$ cat config.mk
export PLATFORM = sky130hd
export DESIGN_NAME = pixel_frame_arbiter
export DESIGN_NICKNAME = d
export VERILOG_FILES = /design/src/rtl/video_stream_pkg.sv /design/src/rtl/frame_position_counter.sv /design/src/rtl/pixel_frame_arbiter.sv
export SDC_FILE = /design/constraint.sdc
export NUM_CORES = 1
export LEC_CHECK = 0
export BUFFER_PORTS_ARGS = -buffer_cell sky130_fd_sc_hd__buf_2
export CORE_ASPECT_RATIO = 1.4
export CORE_MARGIN = 4
export CORE_UTILIZATION = 40
export CTS_CLUSTER_SIZE = 14
export DETAILED_ROUTE_END_ITERATION = 8
export GPL_ROUTABILITY_DRIVEN = 1
export GPL_TIMING_DRIVEN = 0
export HOLD_SLACK_MARGIN = 0.03
export MAX_ROUTING_LAYER = met4
export PLACE_DENSITY = 0.81
export SYNTH_ARGS = -nofsm -noshare
export SYNTH_HDL_FRONTEND = slang
export SYNTH_SLANG_ARGS = --single-unit
export TNS_END_PERCENT = 50
$ cat constraint.sdc
create_clock -name aclk -period 3.7 [get_ports aclk]
set_input_delay 0.185 -clock aclk [delete_from_list [all_inputs] [get_ports aclk]]
set_output_delay 0.185 -clock aclk [all_outputs]
set_load 0.03 [all_outputs]
$ cat src/rtl/video_stream_pkg.sv
// Shared video-stream definitions: pixel width, packer word geometry,
// arbiter state encoding and the debug view of the arbiter.
package video_stream_pkg;

    localparam int RGB_W        = 24;
    localparam int PIX_PER_WORD = 4;

    // Longest supported line is 4096 pixels, so the column counter is 12 bits.
    localparam int MAX_LINE_PIX = 4096;
    localparam int COL_W        = $clog2(MAX_LINE_PIX);

    // Line number as seen on the debug port, zero-extended.
    localparam int DBG_LINE_W = 16;

    typedef enum logic {
        ARB_IDLE   = 1'b0,
        ARB_LOCKED = 1'b1
    } arb_state_t;

    typedef struct packed {
        arb_state_t            state;
        logic [COL_W-1:0]      col;
        logic [DBG_LINE_W-1:0] line;
    } arb_dbg_t;

    // Width of a line counter for a frame of 'lines' lines (at least 1 bit).
    function automatic int line_cnt_w(input int lines);
        return (lines > 1) ? $clog2(lines) : 1;
    endfunction

endpackage

$ cat src/rtl/frame_position_counter.sv
// Tracks column/line position inside a frame from accepted beats, flags
// lines whose length is not a whole number of packer words, flags a sof
// seen away from pixel 0, and strobes frame_done on the final eol.
module frame_position_counter
    import video_stream_pkg::*;
#(
    parameter int FRAME_LINES = 480,
    parameter int LINE_W      = line_cnt_w(FRAME_LINES)
) (
    input  logic              aclk,
    input  logic              areset,
    input  logic              beat,
    input  logic              sof,
    input  logic              eol,
    output logic [COL_W-1:0]  col,
    output logic [LINE_W-1:0] line,
    output logic              align_err,
    output logic              sof_err,
    output logic              frame_done
);

    localparam logic [LINE_W-1:0] LAST_LINE = LINE_W'(FRAME_LINES - 1);
    localparam logic [1:0]        WORD_LAST = 2'(PIX_PER_WORD - 1);

    logic              restart;
    logic [COL_W-1:0]  eff_col;
    logic [LINE_W-1:0] eff_line;

    // A mid-frame sof makes this beat pixel 0 of line 0; everything else uses the effective position.
    always_comb begin
        restart    = beat & sof & ((col != '0) | (line != '0));
        eff_col    = restart ? '0 : col;
        eff_line   = restart ? '0 : line;
        sof_err    = restart;
        align_err  = beat & eol & (eff_col[1:0] != WORD_LAST);
        frame_done = beat & eol & (eff_line == LAST_LINE);
    end

    // Position registers advance only on accepted beats.
    always_ff @(posedge aclk or posedge areset) begin
        if (areset) begin
            col  <= '0;
            line <= '0;
        end else if (beat) begin
            if (eol) begin
                col  <= '0;
                line <= (eff_line == LAST_LINE) ? '0 : eff_line + LINE_W'(1);
            end else begin
                col  <= eff_col + COL_W'(1);
                line <= eff_line;
            end
        end
    end

endmodule

$ cat src/rtl/pixel_frame_arbiter.sv
// Frame-granular round-robin arbiter in front of the RGB->AXI-Stream packer.
// One source owns the packer from its sof until the last eol of the frame;
// the other source is back-pressured, never dropped, meanwhile.
//
// Handshake: every stream beat transfers on a rising edge where valid and
// ready are both 1; valid/data are held by the sender until then, and ready
// may change freely. In LOCKED the owner's ready is the packer's m_ready
// (pure combinational path). In IDLE a non-sof beat is accepted and dropped,
// while a sof beat is held as a request and forwarded once the grant lands.
module pixel_frame_arbiter
    import video_stream_pkg::*;
#(
    parameter int FRAME_LINES = 480,
    parameter int CNT_W       = 16
) (
    input  logic             aclk,
    input  logic             areset,
    input  logic             en,
    input  logic [RGB_W-1:0] s0_rgb,
    input  logic             s0_valid,
    input  logic             s0_sof,
    input  logic             s0_eol,
    output logic             s0_ready,
    input  logic [RGB_W-1:0] s1_rgb,
    input  logic             s1_valid,
    input  logic             s1_sof,
    input  logic             s1_eol,
    output logic             s1_ready,
    output logic [RGB_W-1:0] m_rgb,
    output logic             m_valid,
    output logic             m_sof,
    output logic             m_eol,
    input  logic             m_ready,
    output logic             busy,
    output logic             grant_id,
    output logic             err_align,
    output logic             err_sof,
    input  logic             err_clr,
    output logic [CNT_W-1:0] frames0,
    output logic [CNT_W-1:0] frames1,
    output arb_dbg_t         dbg
);

    localparam int LINE_W = line_cnt_w(FRAME_LINES);

    arb_state_t        state;
    arb_state_t        state_nxt;
    logic              grant_nxt;
    logic              last;
    logic              req0;
    logic              req1;
    logic              beat;
    logic              align_err;
    logic              sof_err;
    logic              frame_done;
    logic [COL_W-1:0]  col;
    logic [LINE_W-1:0] line;

    assign req0 = s0_valid & s0_sof;
    assign req1 = s1_valid & s1_sof;
    assign beat = m_valid & m_ready;

    frame_position_counter #(
        .FRAME_LINES (FRAME_LINES),
        .LINE_W      (LINE_W)
    ) u_pos (
        .aclk       (aclk),
        .areset     (areset),
        .beat       (beat),
        .sof        (m_sof),
        .eol        (m_eol),
        .col        (col),
        .line       (line),
        .align_err  (align_err),
        .sof_err    (sof_err),
        .frame_done (frame_done)
    );

    // State register.
    always_ff @(posedge aclk or posedge areset) begin
        if (areset) begin
            state <= ARB_IDLE;
        end else begin
            state <= state_nxt;
        end
    end

    // Next state and next grant: grant on a pending sof, release on the last eol.
    always_comb begin
        state_nxt = state;
        grant_nxt = grant_id;
        case (state)
            ARB_IDLE: begin
                if (en && (req0 || req1)) begin
                    state_nxt = ARB_LOCKED;
                    grant_nxt = (req0 && req1) ? ~last : req1;
                end
            end
            ARB_LOCKED: begin
                if (frame_done) begin
                    state_nxt = ARB_IDLE;
                end
            end
            default: state_nxt = ARB_IDLE;
        endcase
    end

    // Outputs: IDLE discards non-sof beats, LOCKED muxes the owner straight through.
    always_comb begin
        m_rgb    = '0;
        m_valid  = 1'b0;
        m_sof    = 1'b0;
        m_eol    = 1'b0;
        s0_ready = 1'b0;
        s1_ready = 1'b0;
        case (state)
            ARB_IDLE: begin
                s0_ready = s0_valid & ~s0_sof;
                s1_ready = s1_valid & ~s1_sof;
            end
            ARB_LOCKED: begin
                if (grant_id) begin
                    m_rgb    = s1_rgb;
                    m_valid  = s1_valid;
                    m_sof    = s1_sof;
                    m_eol    = s1_eol;
                    s1_ready = m_ready;
                end else begin
                    m_rgb    = s0_rgb;
                    m_valid  = s0_valid;
                    m_sof    = s0_sof;
                    m_eol    = s0_eol;
                    s0_ready = m_ready;
                end
            end
            default: ;
        endcase
    end

    // Grant, round-robin pointer and per-source completed-frame counters.
    always_ff @(posedge aclk or posedge areset) begin
        if (areset) begin
            grant_id <= 1'b0;
            last     <= 1'b1;
            frames0  <= '0;
            frames1  <= '0;
        end else begin
            grant_id <= grant_nxt;
            if (frame_done) begin
                last <= grant_id;
                if (grant_id) begin
                    frames1 <= frames1 + CNT_W'(1);
                end else begin
                    frames0 <= frames0 + CNT_W'(1);
                end
            end
        end
    end

    // Sticky error flags; a new error in the clear cycle keeps the flag set.
    always_ff @(posedge aclk or posedge areset) begin
        if (areset) begin
            err_align <= 1'b0;
            err_sof   <= 1'b0;
        end else begin
            err_align <= align_err | (err_align & ~err_clr);
            err_sof   <= sof_err | (err_sof & ~err_clr);
        end
    end

    assign busy      = (state == ARB_LOCKED);
    assign dbg.state = state;
    assign dbg.col   = col;
    assign dbg.line  = DBG_LINE_W'(line);

endmodule

==> results of run 1 <==
worst reg2reg max path, stage by stage, from the launching register on:
cell      delay [ns]
dfrtp_1         0.46
nor4_1          0.44
nand2_1         0.13
o21ai_1         0.21
clkbuf_4        0.27
nor2_1          0.11
nor2_1          0.11
ha_1            0.19
and3_1          0.20
nand3_2         0.15
or4_4           0.54
buf_6           0.16
nor3_1          0.24
xor2_1          0.19
final timing paths:
kind	to	slack, ns	startpoint
worst max-delay path	frames0[13]	0.21	u_pos.line[6]
worst min-delay path	err_align	0.07	err_clr
worst max register to register	frames0[13]	0.21	u_pos.line[6]
worst min register to register	frames1[15]	0.46	frames1[15]
max in group asynchronous	last	2.61	areset
min in group asynchronous	frames0[10]	0.46	areset
final cells by class:
type                    count  share of cell area
multi-input cells         300              0.4078
flip-flops and latches     58              0.3023
repair buffers            147              0.1573
clock buffers              11             0.05052
plain buffers              25             0.03021
well taps                 105             0.02734
clock inverters             5             0.01615
inverters                  10            0.007812
diodes                      1           0.0005208
synthesized netlist by cell type (all sizes together), types with 2 or more instances:
| library cell | number |
|---|---|
| dfrtp | 57 |
| nand2 | 46 |
| nor2 | 39 |
| mux2i | 26 |
| nand4 | 20 |
| nand3 | 16 |
| xnor2 | 16 |
| nor3 | 15 |
| o21ai | 15 |
| xor2 | 15 |
| buf | 14 |
| nor4 | 13 |
| clkbuf | 11 |
| and3 | 10 |
| inv | 10 |
| a21oi | 8 |
| o22ai | 6 |
| mux2 | 5 |
| a22o | 4 |
| and2 | 4 |
| and4 | 4 |
| ha | 4 |
| a31oi | 3 |
| o21a | 3 |
| a21o | 2 |
| nor2b | 2 |
| o311ai | 2 |
| o32ai | 2 |
| or3 | 2 |
| or4 | 2 |
sequential cells by signal (all words and copies together), names as in the netlist:
signal and count:
err_align 1, last 1, busy 1, frames0 16
err_sof 1, grant_id 1, u_pos.line 9, u_pos.col 12
frames1 16
placed cells by master (no fill, tap or decap), drive strengths merged, types with 3 or more instances in the layout:
| master | synthesis | routed |
|---|---|---|
| nand2 | 46 | 46 |
| o22ai | 6 | 6 |
| and2 | 4 | 4 |
| a31oi | 3 | 3 |
| nor4 | 13 | 13 |
| nand3 | 16 | 16 |
| ha | 4 | 4 |
| nand4 | 20 | 20 |
| conb | 1 | 7 |
| and4 | 4 | 4 |
| o21a | 3 | 3 |
| a21oi | 8 | 8 |
| inv | 10 | 10 |
| mux2i | 26 | 26 |
| buf | 14 | 161 |
| and3 | 10 | 10 |
| xnor2 | 16 | 16 |
| clkbuf | 11 | 21 |
| mux2 | 5 | 5 |
| nor2 | 39 | 39 |
| a22o | 4 | 4 |
| dfrtp | 57 | 57 |
| nor3 | 15 | 15 |
| o21ai | 15 | 15 |
| xor2 | 15 | 15 |
report_power, final:
group	total [uW]	switching (uW)	internal (uW)
sequential	733	63.8	669
clock	889	284	605
combinational	401	263	137
repair_timing:
action / in CTS / in global routing
hold buffers: 1 / 0
hold endpoints to repair: 24 / 0
pin swaps: 0 / 1
setup endpoints to repair: 30 / 28
gates resized for setup: 5 / 12
layer usage:
metal,wire length (um),track usage,vias to the layer above
li1,-,-,1710
met5,0,-,-
met3,1118,0.04742,26
met2,5482,0.3721,231
met4,211,0.06920,0
met1,4174,0.2448,1708
metrics by stage:
step	hold WS, ns	setup TNS [ns]	total power (uW)
after CTS	0.06040	0	2011
after global placement	0.3855	-8.006	1104
after detailed placement	0.2685	-8.810	1117
after global routing	0.06790	-0.01909	2104
after floorplan	0.2789	0	973.4
final	0.06879	0	2022
cells by family (layout without fill, tap and decap cells):
logic type,after synthesis,count (layout),share of synthesized area
AND/OR/NAND/NOR,178,178,0.2584
flip-flops,58,58,0.4161
AO/OA/AOI/OAI,49,49,0.08961
buffers and inverters,35,198,0.05090
XOR/XNOR,31,31,0.07778
multiplexers,31,31,0.09175
adder cells (fa/ha/maj),4,4,0.01434
other,1,8,0.001074
==> summary.txt, run 1 <==
Outcome
  • Outcome: finished clean

Synthesis
  • #FFs+latches synth: 58
  • Ys flop type: dfrtp_1
  • Synthesized instance count: between 300 and 400
  • Synth area leaders: dfrtp_1 41%, mux2i_1 7.5%, nand2_1 4.8%
  • Synth top area share: 0.4086
  • Post-synth EDFFs: 0
  • Ys Warns: 0
  • Cell taking the most area after synthesis: dfrtp_1
  • Synth unique cells: 49
  • Avg Cell Area, Syn: between 9 and 10 sq um
  • Post-synthesis sequential area ratio: 0.4161
  • Post-Syn Area: ~3500 sq um
  • FFs w/ async S/R, synth: 1.000

Route
  • DRT Pass-1 Iters: 5
  • Vias: roughly 3700
  • Routed Antenna Nets: 0
  • Via density: 5.551
  • DRC: 0
  • Per-cell routed wire length: approximately 17 um
  • Routed wire length: 10990 um
  • DRT iter0 DRCs: roughly 200

Setup path
  • Crit path DAT: 3.73 ns
  • CP max-delay cell: or4_4
  • Cells on worst reg2reg path: 13
  • Delay-heaviest family, CP: simple AND/OR/NAND/NOR gates
  • CP Capture Type: flip-flop
  • Crit Path Class: flip-flop to flip-flop
  • Critical Path Fanout Max: 10
  • Worst path buffer plus inverter count: 2
  • Startpoint types: flip-flop
  • CP most frequent cell: nor2_1
  • Largest stage delay, worst path: about 0.54 ns
  • Crit-path cells: nor4_1 > nand2_1 > o21ai_1 > clkbuf_4 > nor2_1 > nor2_1 > ha_1 > and3_1 > nand3_2 > or4_4 > buf_6 > nor3_1 > xor2_1
  • CP Depth: 13
  • CP required: 3.93 ns

Cells and area
  • Share of cells above drive strength 1: 0.3435
  • Final core occ: 0.5614
  • Synth-to-Final Area Change: 37.63%
  • Nets: about 600
  • FF+latch area: 1453 sq um
  • Cell Count, Final, Fillers Out: 662
  • Fin area: between 4000 and 5000 sq um
  • Area taken by multi-input logic gates: 1959 sq um
  • FILL cells: about 730

Floorplanning
  • Row count: 40
  • Initial Utilization: 0.4079
  • DIE WIDTH: 86.96 um
  • Ports: approximately 150
  • Total core area: roughly 8600 sq um
  • Die height: approximately 120 um
  • Die ar.: slightly above 10000 sq um

Clocking
  • TritonCTS buffer count: 9
  • Root Driver: clkbuf_16
  • CTS Sinks: between 50 and 60
  • Register clock-pin slew on the reported worst setup and hold paths: about 0.050 ns
  • Clock Tree Buf Depth: 2
  • CTS tree: built
  • Worst-skew pair later-pin latency: approximately 0.32 ns
  • Number of H-tree levels: 3
  • Setup bufs post-CTS: 0

Place
  • Placed cell area: 4390 sq um
  • Dpl cells: ~640
  • IO buf count: 145
  • GP Congestion: roughly 0.9
  • Place WS: -0.6619 ns
  • HPWL after DPL: 8462 um

Timing
  • Endpoints failing hold: 0
  • Peak Freq: approximately 0.29 GHz
  • Fin Clk Skew: 0.008774 ns
  • Worst-margin pin slew: between 0.7 and 0.8 ns
  • Post-layout min period: 3.493 ns
  • Count of final setup violators: 0
  • Rel. slew slack: 0.5163
  • Final Cycle Share: 0.9442
  • Setup WS post-layout: 0.2065 ns
  • Max-slew violations: 0

GRT
  • Antenna violations before repair: 1
  • GRT Util Overall: 0.2163
  • Total grt overflow: 0
  • Vias in the first global route: between 3000 and 4000
  • Largest net degree at the start of global routing: 35
  • First-pass GRT wire length: ~17000 um

Hold path
  • Worst min path class: primary input to flip-flop
  • Worst Hold Depth: 2

Job
  • Total of max-cap violations: 0

Pwr
  • Worst VDD drop: 0.0003841 V
  • PD cells: ~420 nW/um^2
  • Leakage: approximately 0.0024 uW
(Power assumes the default switching activity.)
==> inputs of run 2 (changes only) <==
--- a/config.mk
+++ b/config.mk
@@ -15,7 +15,7 @@
 export GPL_TIMING_DRIVEN = 0
 export HOLD_SLACK_MARGIN = 0.03
 export MAX_ROUTING_LAYER = met4
-export PLACE_DENSITY = 0.81
+export PLACE_DENSITY = 0.84
 export SYNTH_ARGS = -nofsm -noshare
 export SYNTH_HDL_FRONTEND = slang
 export SYNTH_SLANG_ARGS = --single-unit
==> constraint.sdc (replaced) <==
create_clock -name aclk -period 3.1 [get_ports aclk]
set_input_delay 0.155 -clock aclk [delete_from_list [all_inputs] [get_ports aclk]]
set_output_delay 0.155 -clock aclk [all_outputs]
set_load 0.03 [all_outputs]
==> summary.txt, run 2 (synthesis results as in run 1) <==
Outcome
  • Outcome: complete, but fails checks
  • Failing checks: negative setup slack

Floorplanning
  • DIE WIDTH: 86.96 um (unchanged)
  • Die ar.: 10310 sq um (unchanged)
  • Die height: 118.5 um (unchanged)
  • Row count: 40 (unchanged)
  • Ports: 153 (unchanged)
  • Total core area: 8558 sq um (unchanged)
  • Initial Utilization: 0.4079 (unchanged)

Timing
  • Endpoints failing hold: 0 (unchanged)
  • Unrepaired setup endpoints after global routing: yes
  • Setup WS post-layout: -0.09339 ns (-0.2999 ns)
  • Fin Clk Skew: 0.009856 ns (+0.001082 ns)
  • Post-layout min period: 3.193 ns (-0.3001 ns)
  • Hold_ws: 0.1036 ns (+0.03486 ns)
  • Count of final setup violators: 9 (+9)
  • Rel. slew slack: 0.4752 (-0.04110)
  • Final Cycle Share: 1.030 (+0.08594)
  • Worst-margin pin slew: 0.7769 ns (+0.06084 ns)
  • Max-slew violations: 0 (unchanged)
  • Peak Freq: 0.3131 GHz (+9.4%)

Cells and area
  • Commonest non-fill, non-tap cell in the layout: buf_2
  • Share of cells above drive strength 1: 0.4151 (+0.07157)
  • Synth-to-Final Area Change: 49.50%
  • Nets: 641 (+4.4%)
  • Commonest cells after routing, fill and taps aside: 145 x buf_2, 50 x dfrtp_1, 44 x nand2_1
  • Largest regs: frames0 x16, frames1 x16, u_pos.col x12
  • Area taken by multi-input logic gates: 2106 sq um (+7.5%)
  • FF+latch area: 1461 sq um (+0.60%)
  • FILL cells: 689 (-5.5%)

Route
  • Routed Antenna Nets: 0 (unchanged)
  • Vias: 3883 (+5.7%)
  • Routed wire length: 12210 um (+11%)
  • Per-cell routed wire length: 17.69 um (+6.6%)
  • DRC: 0 (unchanged)
  • DRT iter0 DRCs: 320 (+56%)
  • Via density: 5.628 (+1.4%)
  • DRT Pass-1 Iters: 8 (+3)

Clocking
  • CTS tree: built
  • CTS Sinks: 58 (unchanged)
  • TritonCTS buffer count: 9 (unchanged)
  • Number of H-tree levels: 3 (unchanged)
  • Worst-skew pair later-pin latency: 0.33 ns (about the same)
  • Clock Tree Buf Depth: 2 (unchanged)
  • Root Driver: clkbuf_16
  • Register clock-pin slew on the reported worst setup and hold paths: 0.06 ns (about the same)

Setup path
  • Critical Path Fanout Max: 6 (-4)
  • CP Capture Type: flip-flop
  • Reg2Reg Setup Slack: -0.09 ns (-0.30 ns)
  • Crit Path Class: flip-flop to flip-flop
  • Crit path DAT: 3.45 ns (-0.28 ns)
  • CP required: 3.36 ns (-0.57 ns)
  • Cells on worst reg2reg path: 13 (unchanged)
  • Startpoint types: flip-flop

Pwr
  • Total power: 2491 uW (+23%)
  • Worst VDD drop: 0.0003082 V (-20%)
  • Leakage: 0.002644 uW (+8.3%)
  • PD cells: 477.2 nW/um^2 (+13%)

GRT
  • GRT Util Overall: 0.2308 (+0.01454)
  • Total grt overflow: 0 (unchanged)
  • First-pass GRT wire length: 18290 um (+6.4%)
  • Antenna violations before repair: 0 (-1)
  • Largest net degree at the start of global routing: 43 (+23%)
  • Vias in the first global route: 3747 (+4.2%)

Place
  • Place WS: -0.7235 ns (-0.06156 ns)
  • IO buf count: 145 (unchanged)
  • GP Congestion: 0.8916 (-0.82%)
  • HPWL after DPL: 8355 um (-1.3%)

Job
  • Total of max-cap violations: 0 (unchanged)

Hold path
  • Worst Hold Depth: 3 (+1)
  • Worst min path class: primary input to flip-flop
-- run 2: cell types whose count changed in the layout (fill, tap and decap cells not counted), sizes merged --
cell	before	now
buf	161	184
clkbuf	21	24
clkinvlp	1	2
diode	1	2
dlygate4sd3	1	2
inv	10	9
-- run 2: timing repair --
action | in CTS | in global routing
pin swaps | 4 | 6
cloned | 0 | 1
gates resized for setup | 19 | 21
hold endpoints to repair | 17 | 0
hold buffers | 2 | 0
endpoints found under the setup margin | 32 | 33
buffers inserted | 14 | 11
-- run 2: final cells by class --
class,instances,area share
Multi-Input combinational cell,300,0.4035
Sequential cell,58,0.2800
Timing Repair Buffer,174,0.1882
Clock buffer,11,0.04651
Buffer,25,0.03285
Tap cell,105,0.02517
Clock inverter,5,0.01486
Inverter,10,0.007912
Antenna cell,2,0.0009590
-- run 2: path summary, 6_finish.rpt --
path,from,endpoint
setup / recovery,u_pos.col[6],frames0[11]
hold / removal,en,busy
setup reg to reg,u_pos.col[6],frames0[11]
hold reg to reg,frames1[15],frames1[15]
max in group asynchronous,areset,last
min in group asynchronous,areset,frames0[13]
-- run 2: layer usage --
metal	track usage	up-vias	routed length [um]
met1	0.2648	1800	4545
met2	0.3807	272	6032
li1	-	1762	-
met4	0.09844	0	437
met3	0.05160	49	1190
met5	-	-	0
-- run 2: metrics by stage --
step                cells  setup TNS [ns]  utilization  instance area [sq um]
CTS                   676               0       0.5864                   5019
global route          688          -2.108       0.6092                   5214
detailed placement    644          -10.02       0.5228                   4474
global placement      643          -8.985       0.5205                   4454
floorplan             393         -0.7645            -                   3597
finish                690         -0.4662       0.6098                   5219
-- run 2: worst max-delay path: stages (launching register included) --
cell and delay [ns]:
dfrtp_2 0.47, nor4_4 0.33, nand4_1 0.20, o21ai_2 0.22, clkbuf_8 0.16, nor2_4 0.04, nor2_2 0.11, ha_2 0.20
and3_4 0.21, nand3_4 0.11, or4_4 0.51, buf_12 0.16, nor3_1 0.23, xor2_1 0.16
-- run 2: report_power, final --
| part | internal [uW] | leakage [uW] | switching [uW] |
|---|---|---|---|
| Combinational | 197 | 0.00172 | 346 |
| Sequential | 799 | 0.000771 | 80.1 |
| Clock | 722 | 0.000156 | 347 |
==> inputs of run 3 (changes only) <==
--- a/config.mk
+++ b/config.mk
@@ -5,6 +5,7 @@
 export SDC_FILE = /design/constraint.sdc
 export NUM_CORES = 1
 export LEC_CHECK = 0
+export ABC_AREA = 1
 export BUFFER_PORTS_ARGS = -buffer_cell sky130_fd_sc_hd__buf_2
 export CORE_ASPECT_RATIO = 1.4
 export CORE_MARGIN = 4
@@ -12,10 +13,9 @@
 export CTS_CLUSTER_SIZE = 14
 export DETAILED_ROUTE_END_ITERATION = 8
 export GPL_ROUTABILITY_DRIVEN = 1
-export GPL_TIMING_DRIVEN = 0
 export HOLD_SLACK_MARGIN = 0.03
 export MAX_ROUTING_LAYER = met4
-export PLACE_DENSITY = 0.84
+export PLACE_DENSITY = 0.83
 export SYNTH_ARGS = -nofsm -noshare
 export SYNTH_HDL_FRONTEND = slang
 export SYNTH_SLANG_ARGS = --single-unit
==> summary.txt, run 3 <==
Cells and area
  • Cell Count, Final, Fillers Out: 793 (+15%)
  • FILL cells: 891 (+29%)
  • Share of cells above drive strength 1: 0.2723 (-0.1428)
  • Commonest non-fill, non-tap cell in the layout: buf_2
  • Commonest cells after routing, fill and taps aside: 145 x buf_2, 143 x nand2_1, 57 x dfrtp_1
  • Largest regs: frames0 x16, frames1 x16, u_pos.col x12
  • Synth-to-Final Area Change: 29.41%
  • Diode count: 0 (-2)
  • Nets: 741 (+16%)

Setup path
  • Startpoint types: flip-flop
  • CP Capture Type: flip-flop
  • CP max-delay cell: dfrtp_1
  • Crit path DAT: 2.88 ns (-0.57 ns)
  • Crit-path cells: or2_0 > nor2_1 > nand3_1 > nand2_4 > inv_1 > nor2_1 > ha_1 > nand4_1 > nor2_2 > nand2_2 > nor2_4 > nand3_4 > inv_2 > nand2_1 > nand2_1 > nand2_1
  • CP most frequent cell: nand2_1
  • Critical Path Fanout Max: 17 (+11)
  • Largest stage delay, worst path: 0.45 ns (-0.06 ns)
  • Crit Path Class: flip-flop to flip-flop
  • CP required: 3.31 ns (-0.05 ns)

Floorplanning
  • Die ar.: 11210 sq um (+8.8%)
  • Die height: 123.7 um (+4.4%)
  • Initial Utilization: 0.4066 (-0.001271)
  • Ports: 153 (unchanged)
  • DIE WIDTH: 90.65 um (+4.2%)
  • Total core area: 9407 sq um (+9.9%)
  • Row count: 42 (+5.0%)

Route
  • Per-cell routed wire length: 13.96 um (-21%)
  • Vias: 4147 (+6.8%)
  • Routed wire length: 11070 um (-9.3%)
  • DRT Pass-1 Iters: 5 (-3)
  • Routed Antenna Nets: 0 (unchanged)
  • DRT iter0 DRCs: 189 (-41%)
  • Via density: 5.230 (-7.1%)
  • DRC: 0 (unchanged)

Synthesis
  • Synth top area share: 0.3729 (-0.03569)
  • Largest family of logic cells by synthesized area: simple AND/OR/NAND/NOR gates
  • Synth unique cells: 35 (-29%)
  • Cell taking the most area after synthesis: dfrtp_1
  • Post-synthesis mux area share: 0 (-0.09176)
  • Synthesized instance count: 529 (+37%)
  • FFs w/ async S/R, synth: 1.000 (unchanged)
  • Synth Area in XOR/XNOR: 0.05725 (-0.02053)
  • Ys Warns: 0 (unchanged)
  • Synth Area in Compound Gates: 0.1308 (+0.04124)
  • Most repeated cell in the gate-level netlist after synthesis: nand2_1
  • Top cells by count, synth: 143 x nand2_1, 57 x dfrtp_1, 57 x inv_1
  • #FFs+latches synth: 58 (unchanged)
  • Avg Cell Area, Syn: 7.230 sq um (-20%)
  • Post-synthesis sequential area ratio: 0.3798 (-0.03634)
  • Synth Area in Simple Gates: 0.3189 (+0.06052)
  • Synth area leaders: dfrtp_1 37%, nand2_1 14%, nand3_1 6.0%
  • Synth Area in Adders: 0.01308 (-0.001252)
  • Ys flop type: dfrtp_1
  • Post-Syn Area: 3825 sq um (+9.6%)
  • Post-synth EDFFs: 0 (unchanged)

GRT
  • Total grt overflow: 0 (unchanged)
  • Largest net degree at the start of global routing: 36 (-16%)
  • Vias in the first global route: 3913 (+4.4%)
  • Antenna violations before repair: 0 (unchanged)
  • GRT Util Overall: 0.2031 (-0.02767)
  • First-pass GRT wire length: 17700 um (-3.2%)

Place
  • HPWL after DPL: 8535 um (+2.2%)
  • IO buf count: 145 (unchanged)
  • Dpl cells: 775 (+20%)
  • GP Congestion: 0.8632 (-3.2%)

Timing
  • Fin Clk Skew: 0.006918 ns (-0.002939 ns)
  • Peak Freq: 0.3746 GHz (+20%)
  • Final Cycle Share: 0.8611 (-0.1690)
  • Worst-margin pin slew: 0.7487 ns (-0.02825 ns)
  • Post-layout min period: 2.669 ns (-0.5240 ns)
  • Max-slew violations: 0 (unchanged)
  • Setup TNS: 0 ns (+0.4662 ns)
  • Rel. slew slack: 0.5001 (+0.02493)
  • Unrepaired setup endpoints after global routing: no
  • Endpoints failing hold: 0 (unchanged)
  • Count of final setup violators: 0 (-9)

Outcome
  • Outcome: finished clean

Pwr
  • PD cells: 656.3 nW/um^2 (+38%)
  • Worst VDD drop: 0.0004468 V (+45%)
  • Leakage: 0.002644 uW (about the same)

Hold path
  • Worst min path class: primary input to flip-flop

Clocking
  • CTS Sinks: 58 (unchanged)
  • Register clock-pin slew on the reported worst setup and hold paths: 0.05 ns (about the same)
  • CTS tree: built
  • Post-cts sizing count: 0 (-19)
  • Clock Tree Buf Depth: 2 (unchanged)
  • Worst-skew pair later-pin latency: 0.33 ns (about the same)
  • TritonCTS buffer count: 9 (unchanged)
  • Number of H-tree levels: 3 (unchanged)
  • Setup bufs post-CTS: 0 (-14)
  • Root Driver: clkbuf_16

Job
  • Total of max-cap violations: 0 (unchanged)
[run 3: cell families (layout without fill, tap and decap cells)]
logic type | Yosys count | count (layout)
and+or+nand+nor | 275 | 275
AOI/OAI and AO/OA | 79 | 79
adders and majority gates | 4 | 4
other | 1 | 7
DFF | 58 | 58
xor gates and xnor gates | 25 | 25
buffers and inverters | 87 | 235
[run 3: area by class of cell]
type | count | area (sq um) | share of cell area
multi-input combinational | 390 | 2016 | 0.4072
sequential | 58 | 1453 | 0.2935
timing repair buffer | 154 | 798.3 | 0.1613
clock buffer | 14 | 264.0 | 0.05334
inverter | 65 | 246.5 | 0.04980
tap | 110 | 137.6 | 0.02781
clock inverter | 2 | 35.03 | 0.007078
[run 3: report_power, final]
| part | switching, uW | internal [uW] | total, uW | leakage [uW] |
|---|---|---|---|---|
| clock | 331 | 664 | 996 | 0.000147 |
| sequential | 103 | 831 | 934 | 0.000728 |
| combinational | 926 | 393 | 1320 | 0.00177 |
| total | 1360 | 1890 | 3250 | 0.00264 |
[run 3: worst max-delay path, delay by kind of cell, from the launching register on]
kind | cells | cell delay (ns)
simple gates | 13 | 1.55
fa+ha+maj | 1 | 0.21
flops | 1 | 0.45
buf+inv | 2 | 0.33
[run 3: what timing repair did]
item,CTS,global route
hold endpoints to repair,34,0
hold buffers,2,0
endpoints found under the setup margin,0,0
[run 3: routing by layer]
| layer | global-route usage | up-vias | share of wire |
|---|---|---|---|
| li1 | - | 2032 | - |
| met1 | 0.2166 | 1902 | 0.39 |
| met2 | 0.3703 | 188 | 0.52 |
| met3 | 0.03686 | 25 | 0.062 |
| met4 | 0.08812 | 0 | 0.026 |
| met5 | - | - | 0 |
[run 3: final timing paths]
kind	start	endpoint	slack [ns]	cells after the start
max reg2reg	u_pos.line[6]	frames0[10]	0.43	16
min reg2reg	last	last	0.48	2
max in group asynchronous	areset	u_pos.line[5]	1.90	4
min	s1_valid	grant_id	0.14	3
max	u_pos.line[6]	frames0[10]	0.43	16
min in group asynchronous	areset	u_pos.col[5]	0.51	3
[run 3: per-stage QoR]
stage	worst slack, ns	hold slack, ns	utilization	area (sq um)	power [uW]
2_1_floorplan	0.4330	0.2514	-	3847	1890
3_3_place_gp	0.5082	0.3210	0.4923	4631	2247
3_5_place_dp	0.4466	0.3237	0.4923	4631	2256
4_1_cts	0.4295	0.1233	0.5262	4950	3274
5_1_grt	0.1203	0.1443	0.5262	4950	3434
6_report	0.4306	0.1373	0.5262	4950	3249
